<file path="src/rtl/alu_ctrl_pkg.sv">
// Shared constants for the ALU control / multiply-divide block:
// ALU select encodings, ALUOp and funct codes, and the MDU FSM state type.
package alu_ctrl_pkg;

  // ALU select encodings
  localparam logic [3:0] SEL_AND  = 4'b0000;
  localparam logic [3:0] SEL_OR   = 4'b0001;
  localparam logic [3:0] SEL_ADD  = 4'b0010;
  localparam logic [3:0] SEL_XOR  = 4'b0011;
  localparam logic [3:0] SEL_SUB  = 4'b0110;
  localparam logic [3:0] SEL_SLT  = 4'b0111;
  localparam logic [3:0] SEL_SLTU = 4'b1000;
  localparam logic [3:0] SEL_NOR  = 4'b1100;

  // ALUOp from the main decoder
  localparam logic [1:0] ALUOP_ADD   = 2'b00;
  localparam logic [1:0] ALUOP_SUB   = 2'b01;
  localparam logic [1:0] ALUOP_FUNCT = 2'b10;
  localparam logic [1:0] ALUOP_SLT   = 2'b11;

  // R-type funct codes
  localparam logic [5:0] F_ADD   = 6'b100000;
  localparam logic [5:0] F_ADDU  = 6'b100001;
  localparam logic [5:0] F_SUB   = 6'b100010;
  localparam logic [5:0] F_SUBU  = 6'b100011;
  localparam logic [5:0] F_AND   = 6'b100100;
  localparam logic [5:0] F_OR    = 6'b100101;
  localparam logic [5:0] F_XOR   = 6'b100110;
  localparam logic [5:0] F_NOR   = 6'b100111;
  localparam logic [5:0] F_SLT   = 6'b101010;
  localparam logic [5:0] F_SLTU  = 6'b101011;
  localparam logic [5:0] F_MULT  = 6'b011000;
  localparam logic [5:0] F_MULTU = 6'b011001;
  localparam logic [5:0] F_DIV   = 6'b011010;
  localparam logic [5:0] F_DIVU  = 6'b011011;
  localparam logic [5:0] F_MFHI  = 6'b010000;
  localparam logic [5:0] F_MFLO  = 6'b010010;

  typedef enum logic [1:0] {
    ST_IDLE = 2'd0,
    ST_RUN  = 2'd1,
    ST_FIN  = 2'd2
  } mdu_state_e;

endpackage

</file>
<file path="src/rtl/mdu_iter.sv">
// Iterative multiply/divide datapath: latches operand magnitudes and sign
// fix-up flags on start, performs one shift-add or restoring-divide step per
// i_step, and presents sign-corrected HI/LO combinationally.
// Ports: clk, rst_n; i_start (latch operands), i_step (one iteration),
// i_is_div, i_is_signed, i_a (rs), i_b (rt); o_last_c (counter at 0),
// o_hi_c / o_lo_c (final results once iterations are complete).
module mdu_iter #(
  parameter int unsigned WIDTH = 32
) (
  input  logic             clk,
  input  logic             rst_n,
  input  logic             i_start,
  input  logic             i_step,
  input  logic             i_is_div,
  input  logic             i_is_signed,
  input  logic [WIDTH-1:0] i_a,
  input  logic [WIDTH-1:0] i_b,
  output logic             o_last_c,
  output logic [WIDTH-1:0] o_hi_c,
  output logic [WIDTH-1:0] o_lo_c
);

  localparam int unsigned CW = $clog2(WIDTH);
  localparam int unsigned PW = 2 * WIDTH;

  logic [PW-1:0]    r_acc;   // mult: {partial product, multiplier}; div: {remainder, quotient}
  logic [WIDTH-1:0] r_b;     // multiplicand or divisor magnitude
  logic             r_is_div;
  logic             r_neg_q;
  logic             r_neg_r;
  logic [CW-1:0]    r_cnt;

  logic             w_a_neg, w_b_neg;
  logic [WIDTH-1:0] w_a_mag, w_b_mag;
  logic [WIDTH:0]   w_mul_sum;
  logic [PW-1:0]    w_mul_next;
  logic [WIDTH:0]   w_rem_sh;
  logic             w_rem_ge;
  logic [WIDTH-1:0] w_rem_sub;
  logic [PW-1:0]    w_div_next;
  logic [PW-1:0]    w_prod_neg;

  // Operand magnitudes; most-negative stays as its own unsigned magnitude
  assign w_a_neg = i_is_signed & i_a[WIDTH-1];
  assign w_b_neg = i_is_signed & i_b[WIDTH-1];
  assign w_a_mag = w_a_neg ? (~i_a + WIDTH'(1)) : i_a;
  assign w_b_mag = w_b_neg ? (~i_b + WIDTH'(1)) : i_b;

  // Shift-add step: conditionally add multiplicand to upper half, shift right
  assign w_mul_sum  = {1'b0, r_acc[PW-1:WIDTH]} + (r_acc[0] ? {1'b0, r_b} : '0);
  assign w_mul_next = {w_mul_sum, r_acc[WIDTH-1:1]};

  // Restoring step: shift next dividend bit into remainder, subtract if it fits
  assign w_rem_sh   = {r_acc[PW-1:WIDTH], r_acc[WIDTH-1]};
  assign w_rem_ge   = (w_rem_sh >= {1'b0, r_b});
  assign w_rem_sub  = w_rem_sh[WIDTH-1:0] - r_b;
  assign w_div_next = {(w_rem_ge ? w_rem_sub : w_rem_sh[WIDTH-1:0]),
                       r_acc[WIDTH-2:0], w_rem_ge};

  assign w_prod_neg = ~r_acc + PW'(1);
  assign o_last_c   = (r_cnt == '0);

  // Operand latch and iteration
  always_ff @(posedge clk or negedge rst_n) begin
    if (!rst_n) begin
      r_acc    <= '0;
      r_b      <= '0;
      r_is_div <= 1'b0;
      r_neg_q  <= 1'b0;
      r_neg_r  <= 1'b0;
      r_cnt    <= '0;
    end else if (i_start) begin
      r_is_div <= i_is_div;
      r_cnt    <= CW'(WIDTH - 1);
      if (i_is_div && (i_b == '0)) begin
        // Divide by zero: results preloaded, no iterations follow
        r_acc   <= {i_a, {WIDTH{1'b1}}};
        r_b     <= '0;
        r_neg_q <= 1'b0;
        r_neg_r <= 1'b0;
      end else if (i_is_div) begin
        r_acc   <= {{WIDTH{1'b0}}, w_a_mag};
        r_b     <= w_b_mag;
        r_neg_q <= w_a_neg ^ w_b_neg;
        r_neg_r <= w_a_neg;
      end else begin
        r_acc   <= {{WIDTH{1'b0}}, w_b_mag};
        r_b     <= w_a_mag;
        r_neg_q <= w_a_neg ^ w_b_neg;
        r_neg_r <= 1'b0;
      end
    end else if (i_step) begin
      r_acc <= r_is_div ? w_div_next : w_mul_next;
      r_cnt <= r_cnt - CW'(1);
    end
  end

  // Sign fix-up of the magnitude results
  always_comb begin
    o_hi_c = r_acc[PW-1:WIDTH];
    o_lo_c = r_acc[WIDTH-1:0];
    if (r_is_div) begin
      if (r_neg_r) o_hi_c = ~r_acc[PW-1:WIDTH] + WIDTH'(1);
      if (r_neg_q) o_lo_c = ~r_acc[WIDTH-1:0] + WIDTH'(1);
    end else if (r_neg_q) begin
      o_hi_c = w_prod_neg[PW-1:WIDTH];
      o_lo_c = w_prod_neg[WIDTH-1:0];
    end
  end

endmodule

</file>
<file path="src/rtl/alu_ctrl_mdu.sv">
// ALU control with multiply/divide unit: decodes ALUOp/funct into a 4-bit
// ALU select, sequences mult/multu/div/divu through mdu_iter, holds HI/LO and
// stalls the pipeline while an operation is in flight.
// Ports: clk, rst_n; i_alu_op, i_funct, i_valid, i_rs_val, i_rt_val;
// o_select, o_illegal, o_stall, o_mdu_result (combinational);
// o_busy, o_done, o_hi, o_lo (registered).
module alu_ctrl_mdu
  import alu_ctrl_pkg::*;
#(
  parameter int unsigned WIDTH = 32
) (
  input  logic             clk,
  input  logic             rst_n,
  input  logic [1:0]       i_alu_op,
  input  logic [5:0]       i_funct,
  input  logic             i_valid,
  input  logic [WIDTH-1:0] i_rs_val,
  input  logic [WIDTH-1:0] i_rt_val,
  output logic [3:0]       o_select,
  output logic             o_illegal,
  output logic             o_stall,
  output logic             o_busy,
  output logic             o_done,
  output logic [WIDTH-1:0] o_hi,
  output logic [WIDTH-1:0] o_lo,
  output logic [WIDTH-1:0] o_mdu_result
);

  mdu_state_e       r_state, w_state_nxt;
  logic             r_busy, r_done;
  logic [WIDTH-1:0] r_hi, r_lo;

  logic             w_mdu_arith, w_mf_hi, w_mf_lo;
  logic             w_accept, w_div_zero;
  logic             w_step, w_fin;
  logic             w_last;
  logic [WIDTH-1:0] w_res_hi, w_res_lo;

  // ALUOp/funct decode
  always_comb begin
    o_select    = SEL_ADD;
    o_illegal   = 1'b0;
    w_mdu_arith = 1'b0;
    w_mf_hi     = 1'b0;
    w_mf_lo     = 1'b0;
    case (i_alu_op)
      ALUOP_ADD: o_select = SEL_ADD;
      ALUOP_SUB: o_select = SEL_SUB;
      ALUOP_SLT: o_select = SEL_SLT;
      default: begin
        case (i_funct)
          F_ADD, F_ADDU:                 o_select = SEL_ADD;
          F_SUB, F_SUBU:                 o_select = SEL_SUB;
          F_AND:                         o_select = SEL_AND;
          F_OR:                          o_select = SEL_OR;
          F_XOR:                         o_select = SEL_XOR;
          F_NOR:                         o_select = SEL_NOR;
          F_SLT:                         o_select = SEL_SLT;
          F_SLTU:                        o_select = SEL_SLTU;
          F_MULT, F_MULTU, F_DIV, F_DIVU: w_mdu_arith = 1'b1;
          F_MFHI:                        w_mf_hi = 1'b1;
          F_MFLO:                        w_mf_lo = 1'b1;
          default:                       o_illegal = 1'b1;
        endcase
      end
    endcase
  end

  // funct[1] distinguishes div from mult, funct[0] the unsigned variants
  assign w_accept   = i_valid & w_mdu_arith & ~r_busy;
  assign w_div_zero = i_funct[1] & (i_rt_val == '0);

  assign o_stall      = i_valid & (w_mdu_arith | w_mf_hi | w_mf_lo) & r_busy;
  assign o_mdu_result = w_mf_hi ? r_hi : (w_mf_lo ? r_lo : '0);

  // State register
  always_ff @(posedge clk or negedge rst_n) begin
    if (!rst_n) r_state <= ST_IDLE;
    else        r_state <= w_state_nxt;
  end

  // Next-state logic
  always_comb begin
    w_state_nxt = r_state;
    case (r_state)
      ST_IDLE: if (w_accept) w_state_nxt = w_div_zero ? ST_FIN : ST_RUN;
      ST_RUN:  if (w_last)   w_state_nxt = ST_FIN;
      ST_FIN:  w_state_nxt = ST_IDLE;
      default: w_state_nxt = ST_IDLE;
    endcase
  end

  // FSM outputs
  always_comb begin
    w_step = 1'b0;
    w_fin  = 1'b0;
    case (r_state)
      ST_RUN:  w_step = 1'b1;
      ST_FIN:  w_fin  = 1'b1;
      default: ;
    endcase
  end

  // Status and HI/LO registers
  always_ff @(posedge clk or negedge rst_n) begin
    if (!rst_n) begin
      r_busy <= 1'b0;
      r_done <= 1'b0;
      r_hi   <= '0;
      r_lo   <= '0;
    end else begin
      r_busy <= (w_state_nxt != ST_IDLE);
      r_done <= w_fin;
      if (w_fin) begin
        r_hi <= w_res_hi;
        r_lo <= w_res_lo;
      end
    end
  end

  assign o_busy = r_busy;
  assign o_done = r_done;
  assign o_hi   = r_hi;
  assign o_lo   = r_lo;

  mdu_iter #(.WIDTH(WIDTH)) u_mdu_iter (
    .clk         (clk),
    .rst_n       (rst_n),
    .i_start     (w_accept),
    .i_step      (w_step),
    .i_is_div    (i_funct[1]),
    .i_is_signed (~i_funct[0]),
    .i_a         (i_rs_val),
    .i_b         (i_rt_val),
    .o_last_c    (w_last),
    .o_hi_c      (w_res_hi),
    .o_lo_c      (w_res_lo)
  );

endmodule

</file>
<file path="config.mk">
export PLATFORM = sky130hd
export DESIGN_NAME = alu_ctrl_mdu
export DESIGN_NICKNAME = d
export VERILOG_FILES = /design/src/rtl/alu_ctrl_pkg.sv /design/src/rtl/mdu_iter.sv /design/src/rtl/alu_ctrl_mdu.sv
export SDC_FILE = /design/constraint.sdc
export NUM_CORES = 1
export LEC_CHECK = 0
export ABC_AREA = 1
export CORE_MARGIN = 2
export CORE_UTILIZATION = 55
export CTS_CLUSTER_SIZE = 24
export DETAILED_ROUTE_END_ITERATION = 10
export DONT_BUFFER_PORTS = 1
export PLACE_DENSITY = 0.7
export REMOVE_ABC_BUFFERS = 1
export SYNTH_ARGS = -nofsm -noshare
export SYNTH_HDL_FRONTEND = slang
export SYNTH_SLANG_ARGS = --single-unit
</file>
<file path="constraint.sdc">
create_clock -name clk -period 4.8 [get_ports clk]
set_input_delay 0.48 -clock clk [delete_from_list [all_inputs] [get_ports clk]]
set_output_delay 0.48 -clock clk [all_outputs]
set_load 0.005 [all_outputs]
</file>
==> results.yml <==
grt:
  antenna_found_initial: 1
  grt_start_max_net_pins: 173
  grt_pass1_vias: 19772
  overflow: 0
  grt_pass1_wl_mm: 119.4
  track_usage_pct: 44.75
setup_path:
  r2r_slack_ns: 1.15
  endpoint: "o_hi[8]$_DFFE_PN0P_"
  r2r-end: "o_hi[8]$_DFFE_PN0P_"
  crit_fanout: 33
  critical_path_arrival_ns: 3.96
  worstSetupEndpointType: "flop"
  startpoint: "u_mdu_iter.r_acc[0]$_DFFE_PN0P_"
  crit_required_ns: 5.11
  reg2reg_from: "u_mdu_iter.r_acc[0]$_DFFE_PN0P_"
  crit_type: "flop to flop"
  rr_worst_depth: 14
  startpoint_type: "flop"
clocking:
  cts_tree: "yes"
  path_clk_slew_ns: 0.08
  clockRootBuffer: "clkbuf_16"
  clock-sinks: 172
  post_cts_buffers: 0
  htree_levels: 4
  clk_latency_ns: 0.47
  cts_buffer_depth: 2
  cts-buffers-inserted: 17
yosys:
  synth_area_leader_cell: "dfrtp_1"
  yosys_warnings: 0
  synth-seq-cells: 172
  syn_inst: 3133
  synth-edff-count: 0
  async_flop_share_pct: 100.0
  synth_cell_types: 60
  synth_top_area_share_pct: 23.34
  synthFlopType: "dfrtp_1"
  syn_area_um2: 18440
  postSynthAreaPerCell_um2: 5.887
  ys_seq_area_share_pct: 23.34
  synthTopCellsByArea: "dfrtp_1, nand2_1, inv_1, nor2_1, nand3_1"
sta:
  worstMarginPinSlew_ns: 1.359
  finalHoldViolCount: 13
  setup-violations-final: 0
  period_share_pct: 76.11
  slew_headroom_pct: 9.417
  min_period_ns: 3.653
  clock.fmax_mhz: 273.7
  layout_setup_ws_ns: 1.147
  tns_ns: 0
  whs_ns: -0.04902
  rsz0062_at_grt: "false"
  skew_ns: 0.01630
  drv_slew: 0
route:
  wirelength_mm: 79.78
  drtIter0Drc: 3043
  avgRoutedWirePerCell_um: 22.64
  dr.pass1.iters: 8
  drcViolationCount: 0
  antenna_left: 0
  vias: 21690
  vias_per_cell: 6.155
final_layout:
  n_antenna_cell: 0
  finalNonFillerCells: 3524
  final_common_cell: "nand2_1"
  final_cell_mix: "nand2_1, inv_1, nor2_1"
  synthToLayoutAreaGrowth_pct: 4.742
  fin_util_pct: 58.04
  drive_gt1_share_pct: 4.519
  final_nets: 3209
pwr:
  p_leak_nw: 9.832
  swShare_pct: 59.41
  power.internal_mw: 5.108
  ir_drop_mv: 0.3786
  p_sw_mw: 7.477
  clockPowerShare_pct: 11.5
  power_frac_seq_pct: 20.2
  pwr-share-comb_pct: 68.3
  power.density_nw_per_um2: 651.5
run_status:
  violations: "hold timing"
  status: "finished with violations"
placement:
  dp_hpwl_mm: 63.18
  portBuffers: 0
  dp_cells: 3491
  place_congestion: 1.115
  pre_cts_ws_ns: 1.364
die:
  core.rowCount: 67
  fp.dieH_um: 187.1
  io_pins: 179
  start_util_pct: 55.42
  fp.dieW_um: 187.1
  core-area_um2: 33280
  fp.dieArea_um2: 35010
job:
  maxCapViolCount: 0
hold_path:
  hold_class: "primary input to async pin"
[sequential cells by signal (all words and copies together) (netlist names)]
name,count
u_mdu_iter.r_cnt,5
r_state,2
u_mdu_iter.r_acc,64
u_mdu_iter.r_neg_q,1
o_done,1
u_mdu_iter.r_neg_r,1
u_mdu_iter.r_is_div,1
o_busy,1
u_mdu_iter.r_b,32
o_lo,32
o_hi,32
[synthesized netlist by cell type, drive strengths merged, types with 2 or more instances]
library cell  instances
nand2               930
inv                 453
nor2                387
nand3               257
o21ai               237
dfrtp               172
a21oi               130
xor2                101
ha                   69
clkbuf               66
o22ai                51
buf                  48
nand4                39
nor3                 36
o211ai               35
a31oi                21
nand3b               15
nor4                 12
o21bai               10
or2                  10
a21o                  9
o31ai                 6
xnor2                 6
o21a                  5
and2                  4
clkinv                4
o221ai                4
a21boi                3
a22oi                 3
fa                    2
[metrics by stage]
stage | hold slack [ns] | total power [mW] | area (µm²)
after CTS | 0.1146 | 12.09 | 19320
after global routing | 0.05317 | 13.37 | 19320
after global placement | 0.1939 | 10.51 | 18690
after floorplan | 0.1844 | 7.912 | 17930
final | -0.04902 | 12.58 | 19320
after detailed placement | 0.1986 | 10.59 | 18690
[worst max-delay path, stage by stage, from the launching register on]
cell and delay [ns]:
dfrtp_1 1.25, clkinv_2 0.63, ha_1 0.40, nand3_2 0.12
nor2_2 0.07, nand4_1 0.12, nor2_1 0.05, inv_1 0.10
nor3_2 0.06, nand2_1 0.13, nand2_1 0.15, nand2_1 0.12
nand2_1 0.06, nand3_1 0.12, o21ai_0 0.11
[cell families after synthesis]
group	count (synthesis)	synth area share, %
simple gates	1692	38.59
xor+xnor	107	5.081
fa+ha+maj	71	4.898
compound gates	520	16.02
buf+inv	571	12.07
flops	172	23.34
[layer usage]
layer / track usage (%) / vias up / wire length, µm
met3: 13.32 / 237 / 11280
met1: 61.16 / 10000 / 31610
met2: 64.20 / 1519 / 32240
met5: 0 / - / 12
li1: - / 9932 / -
met4: 22.10 / 2 / 4627
[area by class of cell]
| cell class | instances | area (µm²) |
|---|---|---|
| Clock buffer | 19 | 452.9 |
| Clock inverter | 13 | 142.6 |
| Fill cell | 3455 | 13960 |
| Inverter | 457 | 1717 |
| Multi-Input combinational cell | 2390 | 11930 |
| Sequential cell | 172 | 4305 |
| Tap cell | 448 | 560.5 |
| Timing Repair Buffer | 25 | 207.7 |
[how the worst min path moves through the flow]
stage          slack, ns                               end  startpoint  cells after the start
2_1_floorplan       0.18                  o_busy$_DFF_PN0_       rst_n                      0
3_3_place_gp        0.19    u_mdu_iter.r_b[29]$_DFFE_PN0N_       rst_n                      0
3_5_place_dp        0.20  u_mdu_iter.r_acc[61]$_DFFE_PN0P_       rst_n                      0
4_1_cts             0.11  u_mdu_iter.r_acc[61]$_DFFE_PN0P_       rst_n                      1
5_1_grt             0.05  u_mdu_iter.r_acc[63]$_DFFE_PN0P_       rst_n                      1
6_report           -0.05  u_mdu_iter.r_acc[63]$_DFFE_PN0P_       rst_n                      1
[power groups by stage]
stage               Clock [mW]  Combinational, mW  Sequential [mW]
floorplan                    0               5.69             2.22
global placement             0               8.04             2.47
detailed placement           0               8.10             2.48
CTS                       1.44               8.19             2.46
global route              1.50               9.35             2.53
finish                    1.45               8.59             2.54
[what timing repair did]
item | 4_1_cts | 5_1_grt
gates resized for setup | 0 | 0
hold buffers | 1 | 0
endpoints found under the hold margin | 172 | 0
Power figures use the tool's default switching activity.
